## config.mk

```make
export PLATFORM = sky130hd
export DESIGN_NAME = multicore_start_sync
export DESIGN_NICKNAME = d
export VERILOG_FILES = /design/src/rtl/multicore_sync_pkg.sv /design/src/rtl/multicore_start_sync_finish_edge_capture.sv /design/src/rtl/multicore_start_sync.sv
export SDC_FILE = /design/constraint.sdc
export NUM_CORES = 1
export LEC_CHECK = 0
export ABC_AREA = 1
export BUFFER_PORTS_ARGS = -buffer_cell sky130_fd_sc_hd__clkbuf_2
export CORE_ASPECT_RATIO = 1.1
export CORE_MARGIN = 2
export CORE_UTILIZATION = 40
export DETAILED_ROUTE_END_ITERATION = 10
export HOLD_SLACK_MARGIN = 0.02
export PLACE_DENSITY = 0.62
export SYNTH_ARGS = -nofsm -noshare
export SYNTH_HDL_FRONTEND = slang
export SYNTH_SLANG_ARGS = --single-unit
```

## constraint.sdc

```tcl
create_clock -name clk -period 3.99 [get_ports clk]
set_input_delay 0.5985 -clock clk [delete_from_list [all_inputs] [get_ports clk]]
set_output_delay 0.5985 -clock clk [all_outputs]
set_load 0.005 [all_outputs]
```

## src/rtl/multicore_sync_pkg.sv

```systemverilog
// Shared types and default constants for the multicore launch-and-join controller.
package multicore_sync_pkg;

   typedef enum logic [2:0] {
      IDLE,
      LAUNCH,
      WAIT,
      DONE,
      ERR
   } state_e;

   localparam int DEF_NUM_CORES      = 3;
   localparam int DEF_START_PULSE    = 2;
   localparam int DEF_CNT_W          = 32;
   localparam int DEF_TIMEOUT_CYCLES = 100000;

endpackage

```

## src/rtl/multicore_start_sync_finish_edge_capture.sv

```systemverilog
// Registers each core's finish line and folds enabled rising edges into a sticky
// completion mask; clear wins over capture, and with neither the mask holds.
module finish_edge_capture
   import multicore_sync_pkg::*;
#(
   parameter int NUM_CORES = DEF_NUM_CORES
) (
   input  logic                 clk,
   input  logic                 rst_n,
   input  logic [NUM_CORES-1:0] finish_in,
   input  logic [NUM_CORES-1:0] en_mask,
   input  logic                 clear,
   input  logic                 capture,
   output logic [NUM_CORES-1:0] done_mask,
   output logic [NUM_CORES-1:0] done_mask_next
);

   logic [NUM_CORES-1:0] finish_q;
   logic [NUM_CORES-1:0] done_mask_q;
   logic [NUM_CORES-1:0] done_mask_d;
   logic [NUM_CORES-1:0] rise;

   // NOTE: every combinational output gets a default first so no path infers a latch.
   always_comb begin
      rise        = finish_in & ~finish_q;
      done_mask_d = done_mask_q;
      if (clear) begin
         done_mask_d = '0;
      end else if (capture) begin
         done_mask_d = done_mask_q | (rise & en_mask);
      end
   end

   // NOTE: state registers use non-blocking assignments only.
   always_ff @(posedge clk or negedge rst_n) begin
      if (!rst_n) begin
         finish_q    <= '0;
         done_mask_q <= '0;
      end else begin
         finish_q    <= finish_in;
         done_mask_q <= done_mask_d;
      end
   end

   assign done_mask      = done_mask_q;
   assign done_mask_next = done_mask_d;

endmodule

```

## src/rtl/multicore_start_sync.sv

```systemverilog
// Launch-and-join controller: pulses start to the enabled cores, collects their
// finish edges, and reports completion, run length and watchdog timeout.
module multicore_start_sync
   import multicore_sync_pkg::*;
#(
   parameter int NUM_CORES      = DEF_NUM_CORES,
   parameter int START_PULSE    = DEF_START_PULSE,
   parameter int CNT_W          = DEF_CNT_W,
   parameter int TIMEOUT_CYCLES = DEF_TIMEOUT_CYCLES
) (
   input  logic                 clk,
   input  logic                 rst_n,
   input  logic                 go,
   input  logic                 abort,
   input  logic [NUM_CORES-1:0] core_en,
   input  logic [NUM_CORES-1:0] finish_in,
   output logic [NUM_CORES-1:0] start_out,
   output logic                 busy,
   output logic                 all_done,
   output logic                 timeout_err,
   output logic [NUM_CORES-1:0] done_mask,
   output logic [CNT_W-1:0]     cycle_count
);

   localparam int               PW          = (START_PULSE > 1) ? $clog2(START_PULSE) : 1;
   localparam logic [CNT_W-1:0] TIMEOUT_VAL = CNT_W'(TIMEOUT_CYCLES);
   localparam logic [CNT_W-1:0] CNT_MAX     = '1;

   state_e               state_q, state_d;
   logic [NUM_CORES-1:0] en_lat_q, en_lat_d;
   logic [PW-1:0]        pulse_cnt_q, pulse_cnt_d;
   logic [NUM_CORES-1:0] start_out_q, start_out_d;
   logic                 busy_q, busy_d;
   logic                 all_done_q, all_done_d;
   logic                 timeout_err_q, timeout_err_d;
   logic [CNT_W-1:0]     cycle_count_q, cycle_count_d;
   logic [CNT_W-1:0]     cycle_count_inc;
   logic                 clear, capture;
   logic [NUM_CORES-1:0] done_mask_next;

   finish_edge_capture #(
      .NUM_CORES (NUM_CORES)
   ) u_capture (
      .clk            (clk),
      .rst_n          (rst_n),
      .finish_in      (finish_in),
      .en_mask        (en_lat_q),
      .clear          (clear),
      .capture        (capture),
      .done_mask      (done_mask),
      .done_mask_next (done_mask_next)
   );

   always_comb begin
      state_d         = state_q;
      en_lat_d        = en_lat_q;
      pulse_cnt_d     = pulse_cnt_q;
      start_out_d     = '0;
      all_done_d      = 1'b0;
      timeout_err_d   = timeout_err_q;
      cycle_count_d   = cycle_count_q;
      clear           = 1'b0;
      capture         = 1'b0;
      cycle_count_inc = (cycle_count_q == CNT_MAX) ? cycle_count_q : cycle_count_q + CNT_W'(1);

      // Abort overrides everything and freezes mask, count and error flag.
      if (abort) begin
         state_d = IDLE;
      end else begin
         unique case (state_q)
            IDLE: begin
               if (go && (core_en != '0)) begin
                  state_d       = LAUNCH;
                  en_lat_d      = core_en;
                  clear         = 1'b1;
                  timeout_err_d = 1'b0;
                  cycle_count_d = CNT_W'(1);
                  start_out_d   = core_en;
                  pulse_cnt_d   = PW'(START_PULSE - 1);
               end
            end
            LAUNCH: begin
               capture = 1'b1;
               if (cycle_count_q >= TIMEOUT_VAL) begin
                  state_d       = ERR;
                  timeout_err_d = 1'b1;
               end else begin
                  cycle_count_d = cycle_count_inc;
                  if (pulse_cnt_q == '0) begin
                     state_d = WAIT;
                  end else begin
                     pulse_cnt_d = pulse_cnt_q - PW'(1);
                     start_out_d = en_lat_q;
                  end
               end
            end
            WAIT: begin
               capture = 1'b1;
               // Completion is tested before the watchdog so a same-cycle finish wins.
               if (done_mask_next == en_lat_q) begin
                  state_d    = DONE;
                  all_done_d = 1'b1;
               end else if (cycle_count_q >= TIMEOUT_VAL) begin
                  state_d       = ERR;
                  timeout_err_d = 1'b1;
               end else begin
                  cycle_count_d = cycle_count_inc;
               end
            end
            DONE, ERR: state_d = IDLE;
            default:   state_d = IDLE;
         endcase
      end

      busy_d = (state_d == LAUNCH) || (state_d == WAIT);
   end

   always_ff @(posedge clk or negedge rst_n) begin
      if (!rst_n) begin
         state_q       <= IDLE;
         en_lat_q      <= '0;
         pulse_cnt_q   <= '0;
         start_out_q   <= '0;
         busy_q        <= 1'b0;
         all_done_q    <= 1'b0;
         timeout_err_q <= 1'b0;
         cycle_count_q <= '0;
      end else begin
         state_q       <= state_d;
         en_lat_q      <= en_lat_d;
         pulse_cnt_q   <= pulse_cnt_d;
         start_out_q   <= start_out_d;
         busy_q        <= busy_d;
         all_done_q    <= all_done_d;
         timeout_err_q <= timeout_err_d;
         cycle_count_q <= cycle_count_d;
      end
   end

   assign start_out   = start_out_q;
   assign busy        = busy_q;
   assign all_done    = all_done_q;
   assign timeout_err = timeout_err_q;
   assign cycle_count = cycle_count_q;

endmodule

```

==> results of run 1 <==
[power groups by stage]
stage,clock network (mW),registers (mW),logic (mW)
floorplan,0,0.590,0.167
global placement,0,0.597,0.220
detailed placement,0,0.598,0.222
CTS,0.386,0.588,0.223
global route,0.404,0.592,0.256
finish,0.371,0.587,0.220
[placed cells by master, fill, tap and decap left out, types with 2 or more instances in the layout]
cell type and n:
a21oi_1 5, buf_4 2, clkbuf_2 50, clkbuf_8 5, dfrtp_1 51, ha_1 2
inv_1 53, inv_2 2, nand2_1 95, nand2_2 11, nand3_1 22, nand4_1 22
nor2_1 30, nor2_2 2, nor3_1 4, nor4_1 5, o21ai_0 7, xnor2_1 4
xor2_1 10
[metrics by stage]
stage / cells / util
6_report: 475 / 0.4745
3_3_place_gp: 467 / 0.4570
5_1_grt: 475 / 0.4745
4_1_cts: 475 / 0.4745
2_1_floorplan: 343 / -
3_5_place_dp: 467 / 0.4570
[state kept, by name, summed over array words and instances (netlist names)]
register	cells
all_done	1
timeout_err	1
pulse_cnt_q	1
start_out	3
cycle_count	32
busy	1
en_lat_q	3
u_capture.done_mask	3
state_q	3
u_capture.finish_q	3
[path summary, 6_finish.rpt]
path                                      start                     to
worst max-delay path            cycle_count[12]         cycle_count[3]
worst min-delay path                      rst_n            en_lat_q[2]
worst max register to register  cycle_count[12]         cycle_count[3]
worst min register to register  cycle_count[17]        cycle_count[17]
max in group asynchronous                 rst_n        cycle_count[11]
min in group clk                   finish_in[1]  u_capture.finish_q[1]
[area by class of cell]
cell class,instances,area [sq um]
clock buffers,5,68.82
clock inverters,3,46.29
fillers,659,3445
inverters,56,210.2
multi-input cells,226,1141
flip-flops and latches,51,1276
well taps,82,102.6
repair buffers,52,265.3
[Yosys cell counts, drive strengths merged]
cell type	number	area [sq um]
nand2	107	436.7
inv	55	206.5
dfrtp	51	1276
nor2	33	136.4
nand3	23	127.6
nand4	23	158.9
xor2	10	87.58
buf	9	75.06
o21ai	7	35.03
a21oi	6	33.78
nor4	5	31.28
nor3	4	20.02
xnor2	4	35.03
ha	2	25.02
and2	1	6.260
clkbuf	1	3.750
clkinv	1	3.750
nand3b	1	7.510
[layer usage]
metal  GRT usage  up-vias  share of wire
li1            -     1171              -
met1      0.2386     1061           0.48
met2      0.2755       40           0.48
met3     0.03100        5          0.031
met4     0.05278        0          0.011
met5           0        -              0
[logic make-up after synthesis]
family	share of synthesized area
flip-flops	0.4716
adder cells (fa/ha/maj)	0.009245
XOR/XNOR	0.04530
AND/OR/NAND/NOR	0.3417
buffers and inverters	0.1068
AO/OA/AOI/OAI	0.02543
==> flow_summary.json, run 1 <==
{
  "timing.final.crit_period_ps": 2509,
  "drive_gt1_frac": 0.2036,
  "clockPowerShare": 0.315,
  "place_ws_ps": 1392,
  "ant_nets": 0,
  "io_pins": 51,
  "cts_buffers": 5,
  "drv_cap": 0,
  "hold_violations": 0,
  "cts_tree": "done",
  "via_per_inst": 4.794,
  "nets": 404,
  "cts_num_sinks": 51,
  "ir_drop_uv": 187.7,
  "fin_setup_tns_ps": 0,
  "cts_root_buf": "clkbuf_8",
  "hpwl_um": 4093,
  "overflow": 0,
  "pwr_density_cell_nw_per_um2": 378.8,
  "grt_pass1_wl_um": 10130,
  "crit_type": "flop to flop",
  "clkTransAtPathRegs_ps": 100,
  "die_h_um": 90.27,
  "rows": 31,
  "grt_util_all_layers": 0.1737,
  "cts_buffer_depth": 2,
  "drc": 0,
  "cpMostUsedCell": "nand2_1",
  "initial_utilization": 0.4129,
  "power_mw": 1.178,
  "syn_nets": 355,
  "post_cts_resized": 0,
  "slew_viol_final": 0,
  "period_share": 0.6288,
  "cts_hold_buf": 0,
  "yosysSeqAreaShare": 0.4716,
  "synthesis.instances": 343,
  "vias": 2277,
  "drt_iter0_markers": 71,
  "fin_ws_ps": 1481,
  "p_leak_nw": 1.791,
  "syn_area_sq_um": 2706,
  "design_area_sq_um": 3110,
  "seqPwrFrac": 0.498,
  "timing.hold.worst.class": "primary input to asynchronous set/reset pin",
  "critPathTopFamily": "simple AND/OR/NAND/NOR gates",
  "path_cells": "nor4_1, nand2_1, nand3_1, nand2_1, nand2_1, nand3_4, nand2_1, nand2_1",
  "pwr-share-comb": 0.186,
  "gp_congestion": 0.8207,
  "coreArea_sq_um": 6555,
  "worstRegToRegCells": 8,
  "avgSynthCellArea_sq_um": 7.890,
  "intPower_mw": 0.8080,
  "crit_cells": 8,
  "io_buffer_count": 50,
  "ys_ff_latch": 51,
  "cp.required_ps": 4190,
  "drt-pass1-iter-count": 4,
  "die_w_um": 82.43,
  "tightest_slew_ps": 749.4,
  "p_sw_mw": 0.3701,
  "path_max_fanout": 33,
  "switching_share": 0.3142,
  "area_growth_pct": 14.93,
  "grt_pass1_vias": 2163,
  "diodes": 0,
  "post_dp_cell_area_sq_um": 2995,
  "wl_um": 5918,
  "grt_max_degree": 52,
  "arrival_ps": 2710,
  "clock_insertion_delay_worst_skew_ps": 310,
  "relSlewSlack": 0.4992,
  "status": "completed",
  "setup_viol": 0,
  "critical-path-max-stage-delay_ps": 600,
  "yosysWarnings": 0,
  "routedWlPerCell_um": 12.46,
  "critPathSlowestCell": "nand2_1",
  "grt_antenna_before_repair": 0,
  "dieArea_sq_um": 7441,
  "worstSetupStartpointType": "flop",
  "holdWs_ps": 388.6,
  "max_freq_mhz": 398.6,
  "rsz0062_at_grt": "false",
  "end_kind": "flop",
  "post_cts_buffers": 0,
  "cp_num_buf_inv": 0,
  "htreeDepth": 2,
  "rrSetupSlack_ps": 1480,
  "synth_cell_types": 28,
  "finClkSkew_ps": 9.313
}
(Power assumes the default switching activity.)
==> run 2, diff against run 1 <==
--- a/config.mk
+++ b/config.mk
@@ -12,7 +12,7 @@
 export CORE_UTILIZATION = 40
 export DETAILED_ROUTE_END_ITERATION = 10
 export HOLD_SLACK_MARGIN = 0.02
-export PLACE_DENSITY = 0.62
+export PLACE_DENSITY = 0.64
 export SYNTH_ARGS = -nofsm -noshare
 export SYNTH_HDL_FRONTEND = slang
 export SYNTH_SLANG_ARGS = --single-unit
==> constraint.sdc (replaced) <==
create_clock -name clk -period 2.26 [get_ports clk]
set_input_delay 0.339 -clock clk [delete_from_list [all_inputs] [get_ports clk]]
set_output_delay 0.339 -clock clk [all_outputs]
set_load 0.005 [all_outputs]
==> run 2 against run 1 <==
  * Sequential share of layout area is 0.67 points lower
  * Worst setup slack worse by 1300 ps
  * Fmax is 23% higher
  * Routed wire length is 6.1% higher
  * Clock skew is 6.4 ps higher
  * Sequential power is 77% higher
  * Utilization is 0.78 points higher
  * Global-route usage is 0.54 points higher
  * Count of clock-buffer cells in the layout stayed put
  * Highest routed layer unchanged
==> flow_summary.json, run 2 (same netlist as run 1, synthesis figures left out) <==
{
  "via_per_inst": 4.898,
  "grt_antenna_before_repair": 0,
  "clockPowerShare": 0.309,
  "intPower_mw": 1.430,
  "pwr-share-comb": 0.196,
  "cts_buffers": 5,
  "path_cells": "nor2_2, nand2_1, nand2_4, inv_2, a21oi_2, and2_2, buf_4, nand4_1, nand2_1",
  "ant_nets": 0,
  "period_share": 0.9016,
  "drive_gt1_frac": 0.2161,
  "cts_tree": "done",
  "arrival_ps": 2280,
  "coreArea_sq_um": 6555,
  "final_util": 0.4823,
  "status": "completed",
  "cts_buffer_depth": 2,
  "clkTransAtPathRegs_ps": 100,
  "crit_type": "flop to flop",
  "htreeDepth": 2,
  "p_sw_mw": 0.6623,
  "nets": 409,
  "drt_iter0_markers": 139,
  "die_w_um": 82.43,
  "layout_common_cells": "nand2_1 (95), inv_1 (53), dfrtp_1 (51)",
  "post_dp_cell_area_sq_um": 3025,
  "worstSetupStartpointType": "flop",
  "drv_cap": 0,
  "drt-pass1-iter-count": 4,
  "ir_drop_uv": 309.9,
  "largest_reg_flops": 32,
  "fin_setup_tns_ps": 0,
  "wl_um": 6279,
  "grt_max_degree": 34,
  "gp_congestion": 0.9137,
  "end_kind": "flop",
  "rows": 31,
  "tightest_slew_ps": 802.4,
  "grt_pass1_vias": 2238,
  "critPathSlowestCell": "dfrtp_1",
  "pwr_density_cell_nw_per_um2": 661.8,
  "io_pins": 51,
  "fillers": 662,
  "routedWlPerCell_um": 13.08,
  "cts_num_sinks": 51,
  "hpwl_um": 4481,
  "finClkSkew_ps": 15.72,
  "switching_share": 0.3165,
  "relSlewSlack": 0.4651,
  "clock_insertion_delay_worst_skew_ps": 310,
  "worstRegToRegCells": 9,
  "path_max_fanout": 18,
  "vias": 2351,
  "cp.required_ps": 2500,
  "seqPwrFrac": 0.496,
  "hold_violations": 0,
  "timing.hold.worst.class": "primary input to asynchronous set/reset pin",
  "design_area_sq_um": 3162,
  "die_h_um": 90.27,
  "p_leak_nw": 1.825,
  "io_buffer_count": 50,
  "power_mw": 2.092,
  "initial_utilization": 0.4129,
  "cts_hold_buf": 0,
  "dieArea_sq_um": 7441,
  "cpMostUsedCell": "nand2_1",
  "grt_util_all_layers": 0.1790,
  "rsz0062_at_grt": "false",
  "grt_pass1_wl_um": 10450,
  "cts_root_buf": "clkbuf_8",
  "timing.final.crit_period_ps": 2038,
  "critical-path-max-stage-delay_ps": 410,
  "setup_viol": 0,
  "drc": 0,
  "holdWs_ps": 91.68,
  "slew_viol_final": 0,
  "overflow": 0,
  "mostFrequentLayoutCell": "nand2_1",
  "area_growth_pct": 16.83,
  "diodes": 0,
  "max_freq_mhz": 490.8
}
run 2: cell count changes in the layout (fill, tap and decap cells not counted), sizes merged:
cell      change
buf           +4
inv           -1
nand3         +1
clkinvlp      -1
clkinv        +2
run 2: what timing repair did:
item / 4_1_cts / 5_1_grt
setup endpoints to repair: 0 / 33
buffers inserted: 0 / 0
resized for setup: 0 / 3
run 2: area by class of cell:
cell class | instances | area, sq um | share of cell area
flip-flops and latches | 51 | 1276 | 0.4036
multi-input cells | 227 | 1165 | 0.3684
repair buffers | 56 | 295.3 | 0.09339
inverters | 56 | 210.2 | 0.06648
well taps | 82 | 102.6 | 0.03245
clock buffers | 5 | 68.82 | 0.02176
clock inverters | 3 | 43.79 | 0.01385
run 2: routing by layer:
layer  vias to the layer above  share of wire  GRT usage
met5                         -              0          0
met4                         0          0.012    0.05694
met3                         7          0.046    0.03500
met2                        66           0.48     0.2836
met1                      1099           0.46     0.2435
li1                       1179              -          -
run 2: path summary, 6_finish.rpt:
path,startpoint,endpoint,slack [ps]
max,state_q[2],cycle_count[13],220
min,rst_n,start_out[1],90
max reg2reg,state_q[2],cycle_count[13],220
min reg2reg,cycle_count[19],cycle_count[19],510
max in group asynchronous,rst_n,cycle_count[6],1470
min in group clk,finish_in[1],u_capture.finish_q[1],140
run 2: worst max-delay path: cells and delay by family, from the launching register on:
kind,cells,cell delay [ps]
buffers and inverters,2,400
DFF,1,410
AOI/OAI and AO/OA,1,190
and+or+nand+nor,6,970
run 2: metrics by stage:
stage	cells	setup WS, ps
after floorplan	343	566.7
after global placement	471	145.1
after detailed placement	471	76.50
after CTS	479	70.58
after global routing	480	35.78
final	480	222.5
run 2: power groups by stage:
| stage | clock network [mW] | logic, mW | registers (mW) |
|---|---|---|---|
| after global placement | 0 | 0.396 | 1.05 |
| final | 0.646 | 0.410 | 1.04 |
| after detailed placement | 0 | 0.402 | 1.05 |
| after CTS | 0.669 | 0.403 | 1.04 |
| after floorplan | 0 | 0.295 | 1.04 |
| after global routing | 0.713 | 0.470 | 1.05 |
